## config.mk

```make
export PLATFORM = sky130hd
export DESIGN_NAME = seg7_scan_driver
export DESIGN_NICKNAME = d
export VERILOG_FILES = /design/src/rtl/seg7_scan_driver.sv
export SDC_FILE = /design/constraint.sdc
export NUM_CORES = 1
export LEC_CHECK = 0
export CAP_MARGIN = 30
export CORE_AREA = 3 3 79 81
export DETAILED_ROUTE_END_ITERATION = 10
export DIE_AREA = 0 0 82 84
export GPL_TIMING_DRIVEN = 0
export PLACE_DENSITY_LB_ADDON = 0.2
export SLEW_MARGIN = 15
export SYNTH_ARGS = -nofsm -noshare
export SYNTH_HDL_FRONTEND = slang
export SYNTH_SLANG_ARGS = --single-unit
```

## constraint.sdc

```tcl
create_clock -name clk -period 4.8 [get_ports clk]
set_clock_uncertainty 0.15 [all_clocks]
set_input_delay 0.96 -clock clk [delete_from_list [all_inputs] [get_ports clk]]
set_output_delay 0.96 -clock clk [all_outputs]
set_load 0.03 [all_outputs]
```

## src/rtl/seg7_scan_driver.sv

```systemverilog
// Time-multiplexed seven-segment scanner: latches a multi-digit value and lights
// one digit per slot, with dead time, blanking, blinking and hex/mnemonic glyphs.
module seg7_scan_driver #(
   parameter int NUM_DIGITS   = 4,
   parameter int REFRESH_DIV  = 50000,
   parameter int BLINK_FRAMES = 64,
   parameter bit ACTIVE_LOW   = 1'b1
) (
   input  logic                    clk,
   input  logic                    reset,
   input  logic                    load,
   input  logic [4*NUM_DIGITS-1:0] value,
   input  logic [NUM_DIGITS-1:0]   mnem,
   input  logic [NUM_DIGITS-1:0]   blank,
   input  logic [NUM_DIGITS-1:0]   blink,
   output logic [6:0]              seg,
   output logic [NUM_DIGITS-1:0]   an,
   output logic                    frame_tick
);

   localparam int CW = $clog2(REFRESH_DIV);
   localparam int IW = (NUM_DIGITS > 1) ? $clog2(NUM_DIGITS) : 1;
   localparam int FW = (BLINK_FRAMES > 1) ? $clog2(BLINK_FRAMES) : 1;

   localparam logic [CW-1:0] CNT_LAST = CW'(REFRESH_DIV - 1);
   localparam logic [IW-1:0] IDX_LAST = IW'(NUM_DIGITS - 1);
   localparam logic [FW-1:0] FRM_LAST = FW'(BLINK_FRAMES - 1);

   function automatic logic [6:0] hex_glyph(input logic [3:0] n);
      case (n)
         4'h0: hex_glyph = 7'h3F;
         4'h1: hex_glyph = 7'h06;
         4'h2: hex_glyph = 7'h5B;
         4'h3: hex_glyph = 7'h4F;
         4'h4: hex_glyph = 7'h66;
         4'h5: hex_glyph = 7'h6D;
         4'h6: hex_glyph = 7'h7D;
         4'h7: hex_glyph = 7'h07;
         4'h8: hex_glyph = 7'h7F;
         4'h9: hex_glyph = 7'h6F;
         4'hA: hex_glyph = 7'h77;
         4'hB: hex_glyph = 7'h7C;
         4'hC: hex_glyph = 7'h39;
         4'hD: hex_glyph = 7'h5E;
         4'hE: hex_glyph = 7'h79;
         default: hex_glyph = 7'h71;
      endcase
   endfunction

   // Codes past BX have no mnemonic and show a dash.
   function automatic logic [6:0] mnem_glyph(input logic [3:0] n);
      case (n)
         4'h0: mnem_glyph = 7'h37;
         4'h1: mnem_glyph = 7'h77;
         4'h2: mnem_glyph = 7'h3E;
         4'h3: mnem_glyph = 7'h54;
         4'h4: mnem_glyph = 7'h3F;
         4'h5: mnem_glyph = 7'h39;
         4'h6: mnem_glyph = 7'h1C;
         4'h7: mnem_glyph = 7'h38;
         4'h8: mnem_glyph = 7'h6D;
         4'h9: mnem_glyph = 7'h7C;
         4'hA: mnem_glyph = 7'h76;
         default: mnem_glyph = 7'h40;
      endcase
   endfunction

   logic [NUM_DIGITS-1:0][3:0] sh_value;
   logic [NUM_DIGITS-1:0]      sh_mnem, sh_blank, sh_blink;
   logic [CW-1:0]              cnt;
   logic [IW-1:0]              idx;
   logic [FW-1:0]              frm;
   logic                       phase;

   logic                  slot_end, wrap, lit;
   logic [3:0]            nib;
   logic [6:0]            glyph, seg_ah;
   logic [NUM_DIGITS-1:0] an_ah;

   assign slot_end = (cnt == CNT_LAST);
   assign wrap     = slot_end && (idx == IDX_LAST);

   always_comb begin
      nib    = sh_value[idx];
      glyph  = sh_mnem[idx] ? mnem_glyph(nib) : hex_glyph(nib);
      lit    = (cnt != '0) && !sh_blank[idx] && !(sh_blink[idx] && phase);
      seg_ah = lit ? glyph : 7'h00;
      an_ah  = lit ? (NUM_DIGITS'(1) << idx) : '0;
   end

   always_ff @(posedge clk or posedge reset) begin
      if (reset) begin
         sh_value   <= '0;
         sh_mnem    <= '0;
         sh_blank   <= '0;
         sh_blink   <= '0;
         cnt        <= '0;
         idx        <= '0;
         frm        <= '0;
         phase      <= 1'b0;
         seg        <= {7{ACTIVE_LOW}};
         an         <= {NUM_DIGITS{ACTIVE_LOW}};
         frame_tick <= 1'b0;
      end else begin
         if (load) begin
            sh_value <= value;
            sh_mnem  <= mnem;
            sh_blank <= blank;
            sh_blink <= blink;
         end
         cnt <= slot_end ? '0 : cnt + 1'b1;
         if (slot_end)
            idx <= (idx == IDX_LAST) ? '0 : idx + 1'b1;
         if (wrap) begin
            if (frm == FRM_LAST) begin
               frm   <= '0;
               phase <= ~phase;
            end else begin
               frm <= frm + 1'b1;
            end
         end
         // Outputs reflect this cycle's scan state, so they lag it by one cycle.
         seg        <= seg_ah ^ {7{ACTIVE_LOW}};
         an         <= an_ah ^ {NUM_DIGITS{ACTIVE_LOW}};
         frame_tick <= wrap;
      end
   end

endmodule
```

Yosys cells after proc, flatten, opt, wreduce, memory -nomap -nowiden

Memory sizes are Yosys's and may differ from the RTL's.
Index checks and enable logic that the tools add are counted.

Memories: 2
Logic and storage cells: 49
ROM bits: 224
Input bits: 31
Register bits after elaboration: 65
Output and inout port bits: 12

Memory list:

| memory          | depth | width | rd ports | clocked after memory_dff | wr ports | line | text |
|---|---|---|---|---|---|---|---|
| (no name shown) | 16    | 7     | 1        | 0                        | 0        | 52   | `case (n)` |
| (no name shown) | 16    | 7     | 1        | 0                        | 0        | 30   | `case (n)` |

Reduce and logical (&&, ||, !) cells: 8
Shifts and indexed selects: 1
$lt $le $gt $ge: 1
Muxes and demuxes: 14
Add/sub/neg operators: 3
Eq/ne operators: 3
Bitwise logic cells: 3

Operator list:

| kind                                                                          | number |
|---|---|
| 16-bit by 1-bit adder with 16-bit output (second input constant)              | 1 |
| 16-bit equality test (second input constant)                                  | 1 |
| 16-bit 2-to-1 mux                                                             | 1 |
| 16-bit nonzero test                                                           | 1 |
| 7-bit 2-to-1 mux                                                              | 2 |
| 4-bit binary-select mux with 2-bit select                                     | 1 |
| 4-bit 2-to-1 mux                                                              | 2 |
| 7-bit NOT                                                                     | 1 |
| 6-bit by 1-bit adder with 6-bit output (second input constant)                | 1 |
| 1-bit binary-select mux with 2-bit select                                     | 3 |
| 6-bit equality test (second input constant)                                   | 1 |
| 6-bit 2-to-1 mux                                                              | 1 |
| 1-bit logical AND                                                             | 4 |
| 4-bit NOT                                                                     | 1 |
| 1-bit by 2-bit << shifter with 4-bit output (first input constant)            | 1 |
| 2-bit by 3-bit less-than comparator with 1-bit output (second input constant) | 1 |
| 1-bit 2-to-1 mux                                                              | 3 |
| 2-bit by 1-bit adder with 2-bit output (second input constant)                | 1 |
| 2-bit equality test (second input constant)                                   | 1 |
| 1-bit logical NOT                                                             | 2 |
| 2-bit 2-to-1 mux                                                              | 1 |
| 2-bit AND reduction                                                           | 1 |
| 1-bit NOT                                                                     | 1 |

Longest topological paths before layout

Gate-level depths: netlist of the first run.

Depth in word-level cells: 7
Gate-level depth with buffers: 8
Mapped depth without buffers: 7

Worst setup path before layout of the first run

OpenSTA, ideal clock, no wires.

Path type: register to register
Start point: register idx[0]
End point: register seg[3]
Data required time: 4539 ps
Stages on the path, launching flop included: 9
Arrival: 2366 ps
Path slack: 2173 ps
Path buffers: 1
Setup time: 111 ps
Period minus slack after synthesis: 2627 ps
Path through: dfrtp_1 > buf_2 > mux4_2 > inv_1 > ha_1 > or2_2 > o221ai_1 > a21oi_1 > o311ai_0

Cells in the longest elaborated chain, start to end: 7
Elaborated cells on any way between the ends: 18
Those cells by class: mux: 10; bitwise: 1; reduce/logical: 5; memory: 2

RTL lines:

| what                                                                           | line | text |
|---|---|---|
| from (decl)                                                                    | 71   | `logic [IW-1:0] idx;` |
| from (signal assigned)                                                         | 113  | `idx <= (idx == IDX_LAST) ? '0 : idx + 1'b1;` |
| parallel branches: the longest is 5 deep, another holds memory read 16 x 7 bit | --   |  |
| 7-bit 2-to-1 mux *                                                             | 87   | `seg_ah = lit ? glyph : 7'h00;` |
| 7-bit NOT (no source line) *                                                   | --   |  |
| to (signal assigned)                                                           | 101  | `seg <= {7{ACTIVE_LOW}};` |
| to (signal assigned)                                                           | 123  | `seg <= seg_ah ^ {7{ACTIVE_LOW}};` |
| to (decl)                                                                      | 16   | `output logic [6:0] seg,` |

Every way passes the cells marked *. The select of a mux whose other input is x is not followed.
A chain may end at the register's enable or synchronous reset.

Worst setup path in the final report of the first run

Start point: register idx[1]
End point: register seg[3]

Same word-level chain as after synthesis.

==> results.md, run 1 <==
Setup path:
- The setup slack of the most critical reg-to-reg path is 1.81 ns.
- The launching point of the worst reg2reg path is idx[1]$_DFFE_PP0N_.
- STA puts the critical path data required time at 4.89 ns.
- In this run the critical register-to-register path is captured at seg[3]$_DFF_PP1_.
- For this run, the slowest stage of the critical path takes 0.51 ns.
- Traced cell by cell, the critical path runs through clkbuf_1, mux4_2, inv_1, ha_1, or2_2, o221ai_1, a21oi_1, o311ai_0.
- The beginning of the critical path is idx[1]$_DFFE_PP0N_.
- The top fanout value on the critical path is 10.
- The critical path data arrival time is 3.08 ns.
- STA classifies the critical path endpoint as a flip-flop.
- The cell family contributing the most delay on the critical path is compound AO/OA/AOI/OAI gates.
- The number of buffers and inverters on the critical path is 2.
- In this run the number of cells on the critical path is 8.
- Following the worst setup path forward leads to its endpoint at seg[3]$_DFF_PP1_.
- The library cell contributing the largest single delay on the critical path is mux4_2.
- The depth of the most critical reg-to-reg path is 8.
- The critical path is of the reg2reg type.
- The worst setup path is launched from a flip-flop.

Clock network:
- The number of hold buffers added after CTS was 0.
- The number of post-CTS setup repair buffers is 0.
- TritonCTS created 9 clock buffers.
- The latest clock arrival within the worst-skew pair is 0.34 ns.
- The clock tree root buffer cell is clkbuf_8.
- The clock-pin slew of the registers on the worst-case setup and hold paths is 0.07 ns.
- In this run the number of H-tree levels came out at 3.
- The number of gates given a new drive strength after cts is 0.
- The TritonCTS clock tree is built.
- The maximum clock path buffer count is 2.
- The number of clock sinks seen by CTS is 65.

Finish:
- The fraction of layout instances using a drive strength above 1 is 0.237.
- Across the whole layout, storage elements account for 1640 um2.
- At the end of the flow, the number of nets in the layout was 373.
- The multi-input gate area in the final layout is 1570 um2.
- Leaving out fill and tap cells, the most frequent cell in the layout is dfrtp_1.
- The antenna diode instance count is 0.
- Compared with the post-synthesis result, the final layout area differs by 22.2%.
- The top cell types in the final layout, fill and taps aside, are dfrtp_1 (54), clkdlybuf4s50_1 (41), mux2_2 (34), nor2_1 (16), ha_1 (13).
- The filler cell count is 393.

Drt:
- The average via count per standard cell is 5.63.
- The total DRC errors in the routed layout is 0.
- The routed design has 6.14 mm of wire.
- The remaining antenna violation count after routing is 0.
- After detailed routing, the average wire length per cell comes to 15.1 um.
- Across all layers, the routed design uses 2285 vias.
- The first detailed-routing pass ran for 4 iterations.
- In this run, the number of DRC markers left after iteration 0 of detailed routing was 106.

STA:
- The post-route clock period utilization is 0.624.
- The final number of hold-violating endpoints was 0.
- For the final routed database, the setup TNS stands at 0 ns.
- Headroom to the max-slew limit came out at 0.417.
- The number of pins exceeding their max-slew limit in the final report is 0.
- The worst path meets setup with 1.81 ns of slack.
- Setup repair after global routing left no endpoint under its margin.
- The final critical delay including setup and external delays is 2.99 ns.
- The maximum clock rate is 334 MHz.
- At the pin with the least slew margin, the transition time is 0.867 ns.
- Setup violations remaining at the end of the flow were counted as 0.

Die:
- The core region is 5540 um2.
- During I/O placement, the number of pins put on the boundary was 43.
- The die is 82 um wide.
- The starting density of the core is 0.598.
- The die is 84 um tall.
- The floorplan step defined a die boundary enclosing 6890 um2.
- In this run the core area contains 27 standard-cell rows.

Synth:
- The synthesized design contains 0 enable-type register cells.
- The share of the synthesized area in the top cell type is 0.408.
- The average instance area after synthesis is 12.0 um2.
- The summed instance area of the synthesized netlist is 3310 um2.
- The number of instances in the synthesized netlist is 276.
- Sorting the synthesized cells by area gives the leading types as dfrtp_1 (41%), mux2_2 (12%), dfstp_2 (8.7%), ha_1 (4.9%), mux4_2 (4.8%).
- Yosys printed 0 warnings.
- The count of different cell masters after synthesis is 46.
- The cell taking the most area after synthesis is dfrtp_1.
- The sequential share of the synthesized area is 0.495.
- The share of synthesized flip-flops with an asynchronous set or reset is 1.00.
- The leading register cell type out of synthesis is dfrtp_1.
- The net count after synthesis is 320.
- The register bit total from synthesis is 65.

GRT:
- The pin count of the biggest net entering global routing is 58.
- The first global-routing pass estimated 10.9 mm of wire.
- The total routing resource utilization after global routing is 0.208.
- The initial antenna violation count was 0.
- Summed over all layers, the global routing overflow is 0.
- The number of global-route vias before repair is 2296.

Hold path:
- The path category of the worst min-delay check is reg2reg.
- Counting instances, the worst hold path has a depth of 1.

Power and ir drop:
- The total power of the final layout is 1.28 mW.
- The reported leakage power is 1.71 nW.
- The worst ir drop on vdd is 0.216 mV.
- Dividing total power by cell area gives a power density of 316 nW/um2.

Run:
- The count of max-cap constraint violations is 0.

Placement:
- Timing analysis after detailed placement gives a worst setup slack of 1.84 ns.
- Detailed placement ended at an HPWL of 4.40 mm.
- At the end of routability-driven placement, the weighted congestion stood at 0.882.
- The count of port buffers added during placement is 41.

Status:
- The flow ran to the end, and the final reports show no timing, DRC or antenna violations.
-- cells in the mapped netlist, types with 3 or more instances --
master,instances
nand4_1,12
and3_1,5
mux4_2,7
mux2_2,34
dfstp_2,11
or2_2,3
nand3_1,8
nand3b_1,4
ha_1,13
xor2_1,6
nand2_1,9
o21ai_0,6
inv_1,12
dfrtp_1,54
buf_1,3
nor3_1,6
nor2b_1,7
xnor2_1,12
nor2_1,16
clkbuf_1,9
mux2i_1,3
nor4_1,3
-- worst min-delay path by stage --
stage / from / end / slack [ns]
global placement: phase$_DFFE_PP0P_ / phase$_DFFE_PP0P_ / 0.32
CTS: phase$_DFFE_PP0P_ / phase$_DFFE_PP0P_ / 0.33
global route: phase$_DFFE_PP0P_ / phase$_DFFE_PP0P_ / 0.36
detailed placement: phase$_DFFE_PP0P_ / phase$_DFFE_PP0P_ / 0.32
finish: phase$_DFFE_PP0P_ / phase$_DFFE_PP0P_ / 0.33
floorplan: phase$_DFFE_PP0P_ / phase$_DFFE_PP0P_ / 0.30
-- routing by layer --
layer / GRT usage / vias to the layer above / share of wire
met2: 0.296 / 49 / 0.46
met4: 0.0952 / 0 / 0.022
li1: - / 1104 / -
met5: 0 / - / 0
met3: 0.0356 / 13 / 0.035
met1: 0.306 / 1119 / 0.48
-- power breakdown --
group	switching (mW)	leakage, nW	internal, mW	total [mW]
registers	0.0140	0.792	0.589	0.603
clock network	0.211	0.103	0.268	0.479
logic	0.0986	0.814	0.100	0.199
total	0.323	1.71	0.958	1.28
-- stage by stage --
stage,utilization,cells,hold WS (ns),area [um2]
detailed placement,0.694,390,0.322,3840
CTS,0.731,406,0.333,4050
global placement,0.689,389,0.317,3810
finish,0.731,406,0.331,4050
floorplan,-,276,0.296,3310
global route,0.731,406,0.362,4050
-- cell families after synthesis --
logic type | share of synthesized area
AO/OA/AOI/OAI | 0.0449
XOR/XNOR | 0.0476
buffers and inverters | 0.0302
AND/OR/NAND/NOR | 0.161
multiplexers | 0.172
adder cells (fa/ha/maj) | 0.0491
flip-flops | 0.495
-- registers in the layout, summed over array words and instances (netlist names) --
register,cells
frm,6
sh_blank,4
sh_value,16
frame_tick,1
sh_blink,4
sh_mnem,4
idx,2
seg,7
phase,1
an,4
cnt,16
-- area by class of cell --
type / count / share of cell area
sequential: 65 / 0.405
multi-input combinational: 185 / 0.389
timing repair buffer: 42 / 0.108
clock buffer: 12 / 0.0383
tap: 72 / 0.0222
buffer: 14 / 0.0136
clock inverter: 4 / 0.0127
inverter: 12 / 0.0117
-- worst reg2reg max path: cells and delay by family, from the launching register on --
kind / cells / cell delay, ns
simple gates: 1 / 0.28
fa+ha+maj: 1 / 0.27
buf+inv: 2 / 0.64
compound gates: 3 / 0.65
flops: 1 / 0.37
mux: 1 / 0.52
Power figures use the tool's default switching activity.
==> inputs of run 2 (changes only) <==
CORE_AREA = 3 3 86 88   (was 3 3 79 81)
DIE_AREA = 0 0 89 91   (was 0 0 82 84)
clock period = 2.6 ns   (was 4.8 ns; I/O delays follow)
==> results.md, run 2 (synthesis gave the netlist of run 1 again) <==
STA:
- The measured slew at the worst slew-check pin is 0.559 ns (-0.309 ns).
- Setup repair after global routing left no endpoint under its margin.
- The final critical delay including setup and external delays is 2.51 ns (-0.481 ns).
- The max-slew headroom at the worst pin is 0.627 (+0.210).
- The final number of hold-violating endpoints was 0 (unchanged).
- The number of pins exceeding their max-slew limit in the final report was 0 (unchanged).
- The maximum clock rate was 398 MHz (+19%).
- The post-route clock period utilization is 0.966 (+0.343).
- The worst hold slack is 0.266 ns (-0.0649 ns).
- The number of endpoints failing setup at the final stage is 0 (unchanged).
- The final worst setup slack is 0.0878 ns (-1.72 ns).

Drt:
- The per-cell routed wire length was 15.5 um (+2.8%).
- The remaining antenna violation count after routing came to 0 (unchanged).
- The number of DRC markers in iteration 0 came to 69 (-35%).
- The vias after detailed routing was 2335 (+2.2%).
- The average via count per standard cell is 5.57 (-0.98%).
- The number of detailed-route iterations in the first pass is 4 (unchanged).
- The total length of routed wires is 6.51 mm (+6.1%).
- The total DRC errors in the routed layout is 0 (unchanged).

Hold path:
- In this run the worst hold path is classified as in2async.

Die:
- The number of standard-cell rows in the floorplan came to 30 (+11%).
- The core area is 6720 um2 (+21%).
- The width of the chip came to 89 um (+8.5%).
- The die area came to 8100 um2 (+18%).
- The die span in y is 91 um (+8.3%).
- The starting density of the core is 0.493 (-0.105).
- The boundary pin count was 43 (unchanged).

Setup path:
- The depth of the most critical reg-to-reg path is 8 (unchanged).
- The top fanout value on the critical path is 4 (-6).
- The required arrival time at the worst endpoint is 2.70 ns (-2.19 ns).
- In this run the critical register-to-register path is captured at seg[3]$_DFF_PP1_.
- In this run the critical register-to-register path is launched from idx[0]$_DFFE_PP0N_.
- The worst setup path is of the reg2reg kind.
- STA classifies the critical path startpoint as a flip-flop.
- The capturing element type of the critical path is a flip-flop.
- The critical path data arrival time is 2.61 ns (-0.47 ns).
- The setup slack of the most critical reg-to-reg path is 0.09 ns (-1.72 ns).

Clock network:
- The number of clock sinks seen by CTS is 65 (unchanged).
- The maximum clock path buffer count is 2 (unchanged).
- The number of buffers inserted for hold repair after clock tree synthesis is 0 (unchanged).
- TritonCTS built the clock tree.
- The depth of the CTS H-tree is 3 (unchanged).
- The root buffer cell chosen for the clock tree is clkbuf_8.
- The clock-pin slew of the registers on the worst-case setup and hold paths is 0.08 ns (about the same).
- The latest clock arrival within the worst-skew pair is 0.35 ns (about the same).
- The total clock buffers created by CTS is 9 (unchanged).

Run:
- The count of max-cap constraint violations was 0 (unchanged).

Placement:
- The count of port buffers added during placement came to 41 (unchanged).
- The final RePlAce weighted congestion is 0.802 (-9.1%).
- The post-DP HPWL is 4.42 mm (+0.37%).
- The placement-stage worst setup slack is -0.416 ns (-2.26 ns).

GRT:
- The total routing resource utilization after global routing is 0.179 (-0.0284).
- The pin count of the biggest net entering global routing is 58 (unchanged).
- The initial antenna violation count was 0 (unchanged).
- The number of global-route vias before repair is 2355 (+2.6%).
- The wire length of the first global-routing pass is 11.2 mm (+3.4%).
- The remaining global-route overflow was 0 (unchanged).

Finish:
- The largest registers in the layout are cnt: 16 flops, sh_value: 16 flops, seg: 7 flops.
- The library cell used most frequently in the layout, excluding fill and tap cells, is dfrtp_1.
- The filler cell count is 539 (+37%).
- The library cells used most frequently in the layout, excluding fill and tap cells, are dfrtp_1 (54), clkdlybuf4s50_1 (41), mux2_2 (34), nor2_1 (16), ha_1 (13).
- The fraction of layout instances using a drive strength above 1 was 0.265 (+0.0290).
- The number of nets in the layout was 378 (+1.3%).
- The antenna diode instance count is 0 (unchanged).
- Compared with the post-synthesis result, the final layout area differs by 25.0%.

Power and ir drop:
- The cell area power density is 589 nW/um2 (+86%).
- The total power of the final layout came to 2.44 mW (+90%).
- The reported leakage power was 1.75 nW (+2.3%).
- The worst ir drop on vdd came to 0.415 mV (+92%).

Status:
- The run finished with clean final reports.
[run 2: final cells by class]
| cell class | instances | area [um2] | share of cell area |
|---|---|---|---|
| Timing Repair Buffer | 47 | 475 | 0.115 |
| Clock buffer | 9 | 124 | 0.0299 |
| Tap cell | 80 | 100 | 0.0242 |
| Multi-Input combinational cell | 185 | 1590 | 0.385 |
| Inverter | 12 | 47.5 | 0.0115 |
| Clock inverter | 7 | 95.1 | 0.0230 |
| Buffer | 14 | 66.3 | 0.0160 |
| Sequential cell | 65 | 1640 | 0.396 |
[run 2: power breakdown]
| group | total (mW) | switching, mW | internal [mW] |
|---|---|---|---|
| logic | 0.378 | 0.187 | 0.191 |
| clock network | 0.947 | 0.408 | 0.539 |
| registers | 1.11 | 0.0268 | 1.09 |
| total | 2.44 | 0.621 | 1.82 |
[run 2: stage by stage]
| stage | TNS [ns] | std cells | instance area [um2] | util |
|---|---|---|---|---|
| after floorplan | 0 | 276 | 3320 | - |
| after global placement | -47.11 | 397 | 3830 | 0.570 |
| after detailed placement | -0.628 | 398 | 3860 | 0.574 |
| after CTS | 0 | 418 | 4130 | 0.614 |
| after global routing | 0 | 419 | 4140 | 0.617 |
| final | 0 | 419 | 4140 | 0.617 |
[run 2: worst max path at each step]
stage	slack (ns)	endpoint	from
4_1_cts	0.01	seg[3]$_DFF_PP1_	idx[0]$_DFFE_PP0N_
2_1_floorplan	0.05	seg[3]$_DFF_PP1_	idx[0]$_DFFE_PP0N_
3_5_place_dp	-0.42	seg[3]$_DFF_PP1_	idx[1]$_DFFE_PP0N_
6_report	0.09	seg[3]$_DFF_PP1_	idx[0]$_DFFE_PP0N_
5_1_grt	0.02	seg[3]$_DFF_PP1_	idx[0]$_DFFE_PP0N_
3_3_place_gp	-0.82	sh_value[8]$_DFFE_PP0P_	reset
[run 2: what timing repair did]
item | 4_1_cts | 5_1_grt
gates cloned | 0 | 0
setup endpoints to repair | 2 | 18
setup buffers | 4 | 1
resized for setup | 5 | 6
[run 2: metal layers]
layer  GRT usage  vias up  wire, um
met1       0.254     1132      3080
met4      0.0819        0       145
met2       0.252       77      3000
li1            -     1113         -
met3      0.0526       13       285
met5           0        -         0
[run 2: worst max-delay path, stage by stage (launching register included)]
cell and delay, ns:
dfrtp_1 0.37, buf_6 0.13, mux4_2 0.53, inv_1 0.12, ha_1 0.26, or2_2 0.29, o221ai_2 0.21, a21oi_1 0.07
o311ai_1 0.27
==> inputs of run 3 (changes only) <==
clock period = 2.1 ns   (was 2.6 ns; I/O delays follow)
==> results.md, run 3 (synthesis gave the netlist of run 1 again) <==
Status:
- The run finished, with violations left.
- The checks that failed: negative setup slack.

Clock network:
- The clock-pin slew of the registers on the worst-case setup and hold paths is 0.08 ns (about the same).
- The TritonCTS clock tree is built.
- The depth of the CTS H-tree is 3 (unchanged).
- The latest clock arrival within the worst-skew pair is 0.35 ns (about the same).
- The clock tree root buffer cell is clkbuf_8.
- The number of clock sinks seen by CTS is 65 (unchanged).
- The maximum clock path buffer count came to 2 (unchanged).
- The number of buffers inserted for hold repair after clock tree synthesis is 0 (unchanged).
- The total clock buffers created by CTS is 9 (unchanged).

STA:
- The maximum clock rate is 417 MHz (+4.7%).
- The number of pins exceeding their max-slew limit in the final report is 0 (unchanged).
- The measured slew at the worst slew-check pin came to 0.664 ns (+0.105 ns).
- The number of endpoints failing setup at the final stage is 15 (+15).
- The max-slew headroom at the worst pin is 0.557 (-0.0707).
- The post-route clock period utilization is 1.14 (+0.177).
- Setup repair after global routing could not meet its margin everywhere.
- The worst hold slack is 0.342 ns (+0.0757 ns).
- The final worst setup slack is -0.300 ns (-0.388 ns).
- The final critical delay including setup and external delays came to 2.40 ns (-0.112 ns).
- The final sum of negative setup slack is -1.83 ns (-1.83 ns).
- The final number of hold-violating endpoints is 0 (unchanged).

Finish:
- The final design instance area without fill is 4780 um2 (+15%).
- Compared with the post-synthesis result, the final layout area differs by 44.1%.
- The antenna diode instance count is 0 (unchanged).
- Leaving out fill and tap cells, the most frequent cell in the layout is dfrtp_1.
- Leaving out fill and tap cells, the most frequent cells in the layout are dfrtp_1 (54), mux2_2 (31), clkdlybuf4s50_1 (30), buf_4 (26), nor2_1 (15).
- The fraction of layout instances using a drive strength above 1 is 0.415 (+0.150).
- The final core utilization is 0.711 (+0.0944).
- The largest registers in the layout are cnt: 16 flops, sh_value: 16 flops, seg: 7 flops.
- The number of nets in the layout came to 410 (+8.5%).

Setup path:
- The critical path's largest stage delay is 0.54 ns (about the same).
- Walking the worst path, the cells encountered are buf_6, buf_6, mux4_2, inv_2, ha_4, or2_4, o221ai_4, a21oi_2, o311ai_2.
- The critical path data arrival time is 2.51 ns (-0.10 ns).
- The capturing element type of the critical path is a flip-flop.
- The cell that appears most often on the critical path is buf_6.
- The startpoint kind of the worst setup timing path is a flip-flop.
- The worst setup path category is reg2reg.
- The top fanout value on the critical path is 4 (unchanged).
- For this design, the slowest cell found on the critical path is mux4_2.
- The required arrival time at the worst endpoint is 2.21 ns (-0.49 ns).

GRT:
- The remaining global-route overflow is 0 (unchanged).
- The pin count of the biggest net entering global routing was 36 (-38%).
- The number of global-route vias before repair was 2635 (+12%).
- The wire length of the first global-routing pass came to 13.0 mm (+15%).
- The total routing resource utilization after global routing is 0.208 (+0.0290).
- The initial antenna violation count is 0 (unchanged).

Die:
- The die span in y came to 91 um (unchanged).
- The core area is 6720 um2 (unchanged).
- The boundary pin count is 43 (unchanged).
- The number of standard-cell rows in the floorplan came to 30 (unchanged).
- The starting density of the core was 0.493 (unchanged).
- The die area is 8100 um2 (unchanged).
- The width of the chip is 89 um (unchanged).

Placement:
- The final RePlAce weighted congestion came to 0.849 (+5.9%).
- The instance area at placement is 3890 um2 (+0.91%).
- The post-DP HPWL was 4.62 mm (+4.6%).
- The placement-stage worst setup slack is -0.668 ns (-0.252 ns).
- The count of port buffers added during placement came to 41 (unchanged).

Power and ir drop:
- The reported leakage power is 2.06 nW (+18%).
- The cell area power density is 728 nW/um2 (+24%).
- The worst ir drop on vdd is 0.406 mV (-2.0%).

Hold path:
- In this run the worst hold path is classified as reg2reg.

Run:
- The count of max-cap constraint violations is 0 (unchanged).

Drt:
- The average via count per standard cell is 5.70 (+2.2%).
- The total DRC errors in the routed layout is 0 (unchanged).
- The vias after detailed routing is 2569 (+10%).
- The number of DRC markers in iteration 0 is 118 (+71%).
- The per-cell routed wire length was 17.7 um (+14%).
- The number of detailed-route iterations in the first pass is 4 (unchanged).
- The remaining antenna violation count after routing is 0 (unchanged).
- The total length of routed wires is 7.97 mm (+22%).
## run 3: worst max-delay path: cells and delay by family (launching register included)
family / cells / cell delay [ns]
buffers and inverters: 3 / 0.33
AO/OA/AOI/OAI: 3 / 0.48
multiplexers: 1 / 0.54
AND/OR/NAND/NOR: 1 / 0.23
adder cells (fa/ha/maj): 1 / 0.21
flip-flops: 1 / 0.37
## run 3: cell type report
| cell class | count | area (um2) |
|---|---|---|
| Clock inverter | 6 | 138 |
| Inverter | 12 | 48.8 |
| Timing Repair Buffer | 79 | 766 |
| Tap cell | 80 | 100 |
| Clock buffer | 10 | 138 |
| Fill cell | 433 | 1940 |
| Buffer | 14 | 120 |
| Sequential cell | 65 | 1640 |
| Multi-Input combinational cell | 185 | 1830 |
## run 3: worst paths after layout
kind	startpoint	end	slack, ns	depth (start not counted)
hold / removal	frm[2]$_DFFE_PP0P_	frm[2]$_DFFE_PP0P_	0.34	1
setup reg to reg	idx[0]$_DFFE_PP0N_	seg[3]$_DFF_PP1_	-0.30	9
max in group asynchronous	reset	seg[2]$_DFF_PP1_	0.80	3
hold reg to reg	frm[2]$_DFFE_PP0P_	frm[2]$_DFFE_PP0P_	0.34	1
min in group asynchronous	reset	cnt[14]$_DFF_PP0_	0.36	2
setup / recovery	idx[0]$_DFFE_PP0N_	seg[3]$_DFF_PP1_	-0.30	9
## run 3: power breakdown
| part | switching, mW | internal, mW | total [mW] |
|---|---|---|---|
| Clock | 0.513 | 0.947 | 1.46 |
| Combinational | 0.306 | 0.334 | 0.640 |
| Sequential | 0.0323 | 1.35 | 1.38 |
| Total | 0.852 | 2.63 | 3.48 |
## run 3: per-stage QoR
step / power (mW) / instances
3_3_place_gp: 1.86 / 397
6_report: 3.48 / 451
5_1_grt: 3.61 / 451
3_5_place_dp: 1.87 / 398
2_1_floorplan: 1.70 / 276
4_1_cts: 3.40 / 443
## run 3: timing repair
action	in CTS	in global routing
gates resized for setup	58	34
gates cloned	1	0
pin swaps	14	17
setup buffers	28	9
endpoints found under the setup margin	37	33
## run 3: metal layers
layer | track usage | vias to the layer above | routed length [um]
met1 | 0.268 | 1286 | 3370
met4 | 0.104 | 0 | 248
met2 | 0.333 | 91 | 4000
li1 | - | 1173 | -
met5 | 0 | - | 0
met3 | 0.0372 | 19 | 352
